**src/rtl/pwm_pkg.sv**
```systemverilog
// ----------------------------------------------------------------------------
// pwm_pkg
// Shared constants and types for the 8-bit PWM generator and its sample feeder.
//   PWM_WIDTH          : duty value width
//   PWM_PERIOD         : clocks per PWM period
//   IDLE_LEVEL_DEFAULT : midscale duty (silence)
//   feeder_state_t     : sample feeder FSM states
// ----------------------------------------------------------------------------
package pwm_pkg;

   localparam int PWM_WIDTH  = 8;
   localparam int PWM_PERIOD = 256;

   localparam logic [PWM_WIDTH-1:0] IDLE_LEVEL_DEFAULT = 8'h80;

   typedef enum logic [1:0] {
      IDLE  = 2'd0,
      PRIME = 2'd1,
      RUN   = 2'd2
   } feeder_state_t;

endpackage

```
**src/rtl/sample_fifo.sv**
```systemverilog
// ----------------------------------------------------------------------------
// sample_fifo
// Synchronous single-clock show-ahead FIFO. The head entry is always visible on
// rd_data_o; pop_i advances past it. Pointers wrap modulo DEPTH (power of two).
// Ports:
//   clk, rst        : clock, asynchronous active-high reset (control only)
//   push_i, wr_data_i : write request and data (ignored when full)
//   pop_i           : read advance (ignored when empty)
//   rd_data_o       : head entry
//   level_o         : registered occupancy 0..DEPTH
//   full_o, empty_o : status flags derived from level
// ----------------------------------------------------------------------------
module sample_fifo #(
   parameter int DEPTH = 16,
   parameter int WIDTH = 8
) (
   input  logic                     clk,
   input  logic                     rst,
   input  logic                     push_i,
   input  logic [WIDTH-1:0]         wr_data_i,
   input  logic                     pop_i,
   output logic [WIDTH-1:0]         rd_data_o,
   output logic [$clog2(DEPTH):0]   level_o,
   output logic                     full_o,
   output logic                     empty_o
);

   localparam int AW = $clog2(DEPTH);
   localparam logic [AW:0] FULL_LVL = (AW+1)'(DEPTH);

   logic [WIDTH-1:0] mem_q [DEPTH];
   logic [AW-1:0]    wr_ptr_q;
   logic [AW-1:0]    rd_ptr_q;
   logic [AW:0]      level_q;
   logic [AW:0]      level_d;
   logic             push_ok;
   logic             pop_ok;

   assign full_o    = (level_q == FULL_LVL);
   assign empty_o   = (level_q == '0);
   assign push_ok   = push_i && !full_o;
   assign pop_ok    = pop_i && !empty_o;
   assign rd_data_o = mem_q[rd_ptr_q];
   assign level_o   = level_q;

   always_comb begin
      level_d = level_q;
      case ({push_ok, pop_ok})
         2'b10:   level_d = level_q + (AW+1)'(1);
         2'b01:   level_d = level_q - (AW+1)'(1);
         default: level_d = level_q;
      endcase
   end

   always_ff @(posedge clk or posedge rst) begin
      if (rst) begin
         wr_ptr_q <= '0;
         rd_ptr_q <= '0;
         level_q  <= '0;
      end else begin
         if (push_ok) wr_ptr_q <= wr_ptr_q + AW'(1);
         if (pop_ok)  rd_ptr_q <= rd_ptr_q + AW'(1);
         level_q <= level_d;
      end
   end

   // Storage carries no reset; only pointers and level define validity.
   always_ff @(posedge clk) begin
      if (push_ok) mem_q[wr_ptr_q] <= wr_data_i;
   end

endmodule

```
**src/rtl/pwm_sample_feeder.sv**
```systemverilog
// ----------------------------------------------------------------------------
// pwm_sample_feeder
// Buffers 8-bit unsigned samples and presents one per sample period as the PWM
// duty. Duty only changes at a PWM period boundary (phase 0), so each 256-clock
// PWM period sees a single stable value.
// Ports:
//   clk, rst       : clock, asynchronous active-high reset
//   enable         : 1 = play, 0 = stop (FIFO contents kept)
//   s_data/s_valid/s_ready : sample input handshake; s_ready = !full
//   pwm_duty       : registered duty to the PWM stage
//   sample_tick    : pulse in the first cycle a new duty is visible
//   underrun       : pulse in the cycle after a slot that found the FIFO empty
//   underrun_count : saturating underrun counter (only with
//                    PWM_FEEDER_UNDERRUN_CNT_EN defined)
//   fifo_level     : samples held, 0..DEPTH
// ----------------------------------------------------------------------------
module pwm_sample_feeder
   import pwm_pkg::*;
#(
   parameter int                    DEPTH              = 16,
   parameter int                    PERIODS_PER_SAMPLE = 4,
   parameter logic [PWM_WIDTH-1:0]  IDLE_LEVEL         = IDLE_LEVEL_DEFAULT
) (
   input  logic                     clk,
   input  logic                     rst,
   input  logic                     enable,
   input  logic [PWM_WIDTH-1:0]     s_data,
   input  logic                     s_valid,
   output logic                     s_ready,
   output logic [PWM_WIDTH-1:0]     pwm_duty,
   output logic                     sample_tick,
   output logic                     underrun,
`ifdef PWM_FEEDER_UNDERRUN_CNT_EN
   output logic [15:0]              underrun_count,
`endif
   output logic [$clog2(DEPTH):0]   fifo_level
);

   localparam int LW   = $clog2(DEPTH) + 1;
   localparam int PERW = (PERIODS_PER_SAMPLE > 1) ? $clog2(PERIODS_PER_SAMPLE) : 1;
   localparam logic [PERW-1:0]      LAST_PERIOD = PERW'(PERIODS_PER_SAMPLE - 1);
   localparam logic [PWM_WIDTH-1:0] PHASE_MAX   = PWM_WIDTH'(PWM_PERIOD - 1);
   localparam logic [LW-1:0]        PRIME_LVL   = LW'(DEPTH / 2);

   feeder_state_t          state_q;
   logic [PWM_WIDTH-1:0]   phase_q;
   logic [PERW-1:0]        period_q;
   logic [PWM_WIDTH-1:0]   duty_q;
   logic                   tick_q;
   logic                   underrun_q;

   logic                   push;
   logic                   pop;
   logic                   slot;
   logic                   full;
   logic                   empty;
   logic [PWM_WIDTH-1:0]   head;
   logic [LW-1:0]          level;

   assign s_ready = !full;
   assign push    = s_valid && s_ready;
   // Dropping enable takes priority over a coincident slot, so nothing is popped.
   assign slot    = (state_q == RUN) && enable && (phase_q == PHASE_MAX) &&
                    (period_q == LAST_PERIOD);
   assign pop     = slot && !empty;

   sample_fifo #(
      .DEPTH (DEPTH),
      .WIDTH (PWM_WIDTH)
   ) u_fifo (
      .clk       (clk),
      .rst       (rst),
      .push_i    (push),
      .wr_data_i (s_data),
      .pop_i     (pop),
      .rd_data_o (head),
      .level_o   (level),
      .full_o    (full),
      .empty_o   (empty)
   );

   always_ff @(posedge clk or posedge rst) begin
      if (rst) begin
         state_q    <= IDLE;
         phase_q    <= '0;
         period_q   <= '0;
         duty_q     <= IDLE_LEVEL;
         tick_q     <= 1'b0;
         underrun_q <= 1'b0;
      end else begin
         tick_q     <= 1'b0;
         underrun_q <= 1'b0;
         case (state_q)
            IDLE: begin
               duty_q   <= IDLE_LEVEL;
               phase_q  <= '0;
               period_q <= '0;
               if (enable) state_q <= PRIME;
            end
            PRIME: begin
               duty_q   <= IDLE_LEVEL;
               phase_q  <= '0;
               period_q <= '0;
               if (!enable)                 state_q <= IDLE;
               else if (level >= PRIME_LVL) state_q <= RUN;
            end
            RUN: begin
               if (!enable) begin
                  state_q  <= IDLE;
                  duty_q   <= IDLE_LEVEL;
                  phase_q  <= '0;
                  period_q <= '0;
               end else begin
                  phase_q <= phase_q + PWM_WIDTH'(1);
                  if (phase_q == PHASE_MAX)
                     period_q <= (period_q == LAST_PERIOD) ? '0 : period_q + PERW'(1);
                  // A sample pushed in this same cycle is not yet visible, so an
                  // empty FIFO here is an underrun even if s_valid is high.
                  if (slot) begin
                     if (!empty) begin
                        duty_q <= head;
                        tick_q <= 1'b1;
                     end else begin
                        underrun_q <= 1'b1;
                     end
                  end
               end
            end
            default: state_q <= IDLE;
         endcase
      end
   end

`ifdef PWM_FEEDER_UNDERRUN_CNT_EN
   logic [15:0] ucnt_q;

   always_ff @(posedge clk or posedge rst) begin
      if (rst)                                ucnt_q <= '0;
      else if (underrun_q && ucnt_q != 16'hFFFF) ucnt_q <= ucnt_q + 16'd1;
   end

   assign underrun_count = ucnt_q;
`endif

   assign pwm_duty    = duty_q;
   assign sample_tick = tick_q;
   assign underrun    = underrun_q;
   assign fifo_level  = level;

endmodule

```
**config.mk**
```make
export PLATFORM = sky130hd
export DESIGN_NAME = pwm_sample_feeder
export DESIGN_NICKNAME = d
export VERILOG_FILES = /design/src/rtl/pwm_pkg.sv /design/src/rtl/sample_fifo.sv /design/src/rtl/pwm_sample_feeder.sv
export SDC_FILE = /design/constraint.sdc
export NUM_CORES = 1
export LEC_CHECK = 0
export ABC_AREA = 1
export CAP_MARGIN = 20
export CELL_PAD_IN_SITES_DETAIL_PLACEMENT = 0
export CELL_PAD_IN_SITES_GLOBAL_PLACEMENT = 2
export CORE_ASPECT_RATIO = 1.2
export CORE_MARGIN = 1
export CORE_UTILIZATION = 42
export DETAILED_ROUTE_END_ITERATION = 10
export PLACE_DENSITY = 0.83
export SLEW_MARGIN = 5
export SYNTH_ARGS = -nofsm -noshare
export SYNTH_HDL_FRONTEND = slang
export SYNTH_HIERARCHICAL = 1
export SYNTH_SLANG_ARGS = --single-unit
```
**constraint.sdc**
```tcl
create_clock -name clk -period 7.2 [get_ports clk]
set_input_delay 1.44 -clock clk [delete_from_list [all_inputs] [get_ports clk]]
set_output_delay 1.44 -clock clk [all_outputs]
set_load 0.05 [all_outputs]
```
### After elaboration in Yosys (flattened, before gate mapping)

Memory sizes are Yosys's and may differ from the RTL's.
Cells that the tools add are included.

* bits of input ports: 12
* memories: 1
* RAM bits: 128
* bits in registers: 35
* output and inout bits: 16
* word-level logic and storage cells: 73

* muxes and demuxes: 26
* add/subtract/negate cells: 6
* eq/ne operators: 13
* reductions and logical operators: 17
* magnitude comparators: 1

Memory list
* u_fifo.mem_q: depth 16, width 8, rd ports 1, clocked after memory_dff 0, wr ports 1, line sample_fifo.sv:31 `logic [WIDTH-1:0] mem_q [DEPTH];`

Operators with widths (number)
* 8-bit two-way mux: 4
* 8-bit case mux with 2 select lines: 2
* 2-bit two-way mux: 7
* 1-bit two-way mux: 10
* 5-bit case mux with 2 select lines: 1
* 3-bit inequality test (second input constant): 3
* 4-bit by 1-bit adder with 4-bit output (second input constant): 2
* 8-bit by 1-bit adder with 8-bit output (second input constant): 1
* 8-bit == test (second input constant): 1
* 1-bit logical AND: 7
* 2-bit == test (second input constant): 3
* 2-bit case mux with 3 select lines: 1
* 3-bit AND reduction: 2
* 5-bit by 1-bit adder with 5-bit output (second input constant): 1
* 5-bit == test (second input constant): 1
* 5-bit by 4-bit greater-or-equal comparator with 1-bit output (second input constant): 1
* 5-bit logical NOT: 1
* 5-bit by 1-bit subtractor with 5-bit output (second input constant): 1
* 2-bit by 1-bit == test with 1-bit output (second input constant): 2
* 2-bit inequality test (second input constant): 2
* 2-bit case mux with 2 select lines: 1
* 2-bit nonzero test: 2
* 3-bit by 2-bit inequality test with 1-bit output (second input constant): 1
* 2-bit by 1-bit adder with 2-bit output (second input constant): 1
* 4 further kinds: 5

### Logic depth before layout (Yosys ltp)

* depth after elaboration: 8
* depth in mapped cells: 17
* depth with buffers taken out: 17

### Modules after synthesis

Netlist, hierarchy kept.

By module, submodules not included
* sample_fifo: sequential area each 4169.0 um^2, area an instance 6222.2 um^2, cells each 621, times used 1
* pwm_sample_feeder: sequential area each 551.8 um^2, area an instance 1061.0 um^2, cells each 124, times used 1

### Worst setup path after synthesis

OpenSTA, ideal clock, no wires.

* kind: input -> register
* start point: input port enable
* end point: register u_fifo.level_q[4], in the netlist u_fifo/level_o[4]
* setup slack: 3.988 ns
* library setup time: 0.118 ns
* path buffers: 0
* stages on the path: 14
* data required time: 7.082 ns
* arrival time: 3.094 ns
* cell sequence: nand3_1 > nor2_1 > nand3_2 > clkinv_1 > nand2_1 > inv_1 > ha_1 > fa_1 > nand2_1 > nand3_1 > nand3_1 > nand2_1 > nand2_1 > nand2_1

* cells in the longest elaborated chain, start to end: 7
* elaborated cells on any way between the ends: 9
* classes of those cells: eq/ne: 2; mux: 1; reduce/logical: 6

RTL lines
* start: declaration: line pwm_sample_feeder.sv:26 `input logic enable,`
* 1-bit logical AND * (3 in series): line pwm_sample_feeder.sv:63 `assign slot = (state_q == RUN) && enable && (phase_q == PHASE_MAX) &&`
* 1-bit logical AND *: line pwm_sample_feeder.sv:65 `assign pop = slot && !empty;`
* via pop: line pwm_sample_feeder.sv:53 `logic pop;`
* 1-bit logical AND *: line sample_fifo.sv:42 `assign pop_ok = pop_i && !empty_o;`
* via u_fifo.pop_ok: line sample_fifo.sv:37 `logic pop_ok;`
* 2-bit by 1-bit == test with 1-bit output or 2-bit == test (tied branches): line sample_fifo.sv:48 `case ({push_ok, pop_ok})`
* 5-bit case mux with 2 select lines or 2-bit nonzero test (tied branches)
* end signal: assignment: line sample_fifo.sv:63 `level_q <= level_d;`
* end: declaration: line sample_fifo.sv:34 `logic [AW:0] level_q;`

The timed path passes the listed nets; every way through them passes the cells marked *.
A chain may end at the register's enable or synchronous reset.

### Final worst setup path

* start point: input port enable
* end point: register u_fifo.level_q[3], in the netlist u_fifo/level_o[3]

The elaborated chain is that of the path after synthesis.

==> results.toml <==
[detailed_routing]
wirelength_met1_um = 7337
avgViaCountPerCell = 4.782
drt_iter0_drc = 361
top_layer_used = "met4"
drc = 0
totalWireLength_um = 15690
antenna_left = 0
met2_length_um = 7486
vias = 4782
wl_met3_um = 636
drtPass1Iterations = 5
wl_per_cell_um = 15.69

[yosys]
synth.area.top_cells = "edfxtp_1, nand2_1, dfrtp_1"
synth.distinct_cells = 34
synth_flop_cell = "edfxtp_1"
ys_warn_count = 6
syn-instance-count = 745
syn_area_um2 = 7283
async_reset_ff_share_pct = 21.47
ys_ff_latch = 163
synth_top_area_share_pct = 52.77
synth-edff-count = 128
syn_nets = 769
synth.avg_cell_area_um2 = 9.776
synth-seq-area-share_pct = 64.82
yosys.area.top_type = "edfxtp_1"

[die]
start_util_pct = 43.05
coreArea_um2 = 16920
rows = 52
die_y_um = 146.3
io_pins = 28
die-width_um = 122.2
dieArea_um2 = 17870

[timing]
fin_skew_ns = 0.006826
holdWs_ns = 0.4897
setup_tns_ns = 0
slew_headroom_pct = 44.62
setup_slack_ns = 3.189
period_needed_ns = 4.011
worst_slew_pin_slew_ns = 0.8298
maxClockFrequency_mhz = 249.3
setup_violations = 0
finalHoldViolations = 0
rsz0062_at_grt = "no"
slew_viol_final = 0
fin_crit_sh_pct = 55.71

[clock_network]
clk_latency_ns = 0.42
cts_max_path_buffers = 2
cts_inserted_buffers = 17
clock_sinks = 163
postCtsHoldBufs = 0
clk_pin_slew_worst_paths_ns = 0.06
cts_tree = "built"
post_cts_resized = 0
cts_setup_buffers = 0
htreeDepth = 4
root_buffer = "clkbuf_16"

[pwr]
p_int_mw = 1.729
p_per_area_nw_per_um2 = 288.9
total_power_mw = 2.392
leakagePower_nw = 3.585
comb_power_share_pct = 14.7
power_switching_uw = 663.2
pwr-share-seq_pct = 48.8
swShare_pct = 27.72
pwr-share-clk_pct = 36.5
ir_drop_mv = 0.1754

[hold_path]
min_to = "period_q[1]"
min-delay-start = "period_q[1]"
hp-class = "reg -> reg"
worstHoldPathCells = 2

[global_route]
grt-ovfl-total = 0
antenna_found_initial = 0
grt_pass1_vias = 4593
grt_max_degree = 68
grt_usage_pct = 19.14
grt_pass1_wl_um = 25230

[setup_path]
r2r-end = "u_fifo/level_o[4]"
r2r_slack_ns = 4.16
worstSetupStartpoint = "enable"
crit_type = "in -> reg"
cp_slowest_stage_delay_ns = 0.47
critical_path.top_delay_family = "simple AND/OR/NAND/NOR gates"
cp.required_ns = 7.50
reg2reg_from = "u_fifo/level_o[0]"
path_buf_inv = 3
worstPathCellList = "clkdlybuf4s50_1 -> nand3_1 -> nor2_1 -> nand3_2 -> clkinv_1 -> nand2_1 -> inv_1 -> ha_1 -> ha_1 -> nand3_1 -> nand4_1 -> nand3_1 -> o21ai_0"
cp_max_fo = 12
startpoint_type = "primary input"
end_kind = "flop"
slowest_stage = "clkdlybuf4s50_1"
arrival_ns = 4.31
crit_top_cell = "nand3_1"
r2r.worst_path.cells = 16

[placed_design]
place_congestion = 0.7561
dp_hpwl_um = 10450
placed_cells = 968
port_buffers = 27
dp_slack_ns = 2.763

[final_layout]
syn_to_final_growth_pct = 13.69
final_nets = 795
layout_common_cells = "nand2_1, edfxtp_1, inv_1, nor2_1, nand3_1"
layoutNonFillerInstCount = 1000
n_antenna_cell = 0
drive_gt1_share_pct = 5.995
final_common_cell = "nand2_1"

[job]
drv_cap = 0

[run_status]
status = "completed"
## metrics by stage
step           utilization [%]  instance area (µm²)
6_report                 48.95                 8280
5_1_grt                  48.95                 8280
4_1_cts                  48.95                 8280
3_5_place_dp             45.58                 7711
3_3_place_gp             45.58                 7711
2_1_floorplan                -                 7283
## Yosys cell counts, types with 2 or more instances
cell type,count
nand3_1,64
nor2_1,76
nand2_1,276
o21ai_0,13
inv_1,84
nor2_4,2
buf_2,14
nand2_2,4
a21oi_1,2
xnor2_1,4
inv_2,4
buf_6,2
clkbuf_1,3
edfxtp_1,128
dfrtp_1,34
xor2_1,4
nand4_1,3
ha_1,11
buf_4,2
## power groups by stage
stage	Sequential [mW]	Combinational [mW]	Clock, mW
after CTS	1.17	0.358	0.888
after global routing	1.18	0.390	0.930
after floorplan	1.22	0.184	0
final	1.17	0.352	0.872
after global placement	1.18	0.351	0
after detailed placement	1.19	0.356	0
## cells by family (layout without fill, tap and decap cells)
family,count (synthesis),after routing,synth area share [%]
and+or+nand+nor,430,430,24.07
DFF,163,163,64.82
buffers and inverters,112,151,6.459
AOI/OAI and AO/OA,20,20,1.529
adders and majority gates,12,12,2.165
xor gates and xnor gates,8,8,0.9619
## cell type report
| class | instances | area [µm²] |
|---|---|---|
| Clock inverter | 12 | 132.6 |
| Fill cell | 1609 | 8636 |
| Sequential cell | 163 | 4722 |
| Timing Repair Buffer | 30 | 292.8 |
| Inverter | 89 | 334.1 |
| Clock buffer | 20 | 436.7 |
| Multi-Input combinational cell | 470 | 2092 |
| Tap cell | 216 | 270.3 |
## routing by layer
| metal | vias up | GRT usage, % |
|---|---|---|
| met5 | - | 0 |
| met4 | 0 | 6.646 |
| met3 | 18 | 3.516 |
| met2 | 99 | 30.22 |
| met1 | 2228 | 26.35 |
| li1 | 2437 | - |
## sequential cells by signal, indices dropped and copies added (netlist names)
signal	cells
period_q	2
phase_q	8
pwm_duty	8
sample_tick	1
state_q	2
u_fifo/level_o	5
u_fifo/mem_q	128
u_fifo/rd_ptr_q	4
u_fifo/wr_ptr_q	4
underrun	1
## worst min-delay path, delay by kind of cell, from the launching register on
family,cells,cell delay (ns)
DFF,1,0.35
and+or+nand+nor,2,0.12
## how the worst max path moves through the flow
stage,endpoint,depth (start not counted),slack (ns)
2_1_floorplan,u_fifo/level_o[4],14,3.99
3_3_place_gp,u_fifo/level_o[4],15,2.89
3_5_place_dp,u_fifo/level_o[4],15,2.76
4_1_cts,u_fifo/level_o[3],13,3.22
5_1_grt,u_fifo/level_o[4],15,2.87
6_report,u_fifo/level_o[3],13,3.19
Note: power is estimated with default switching activity, not from simulation.
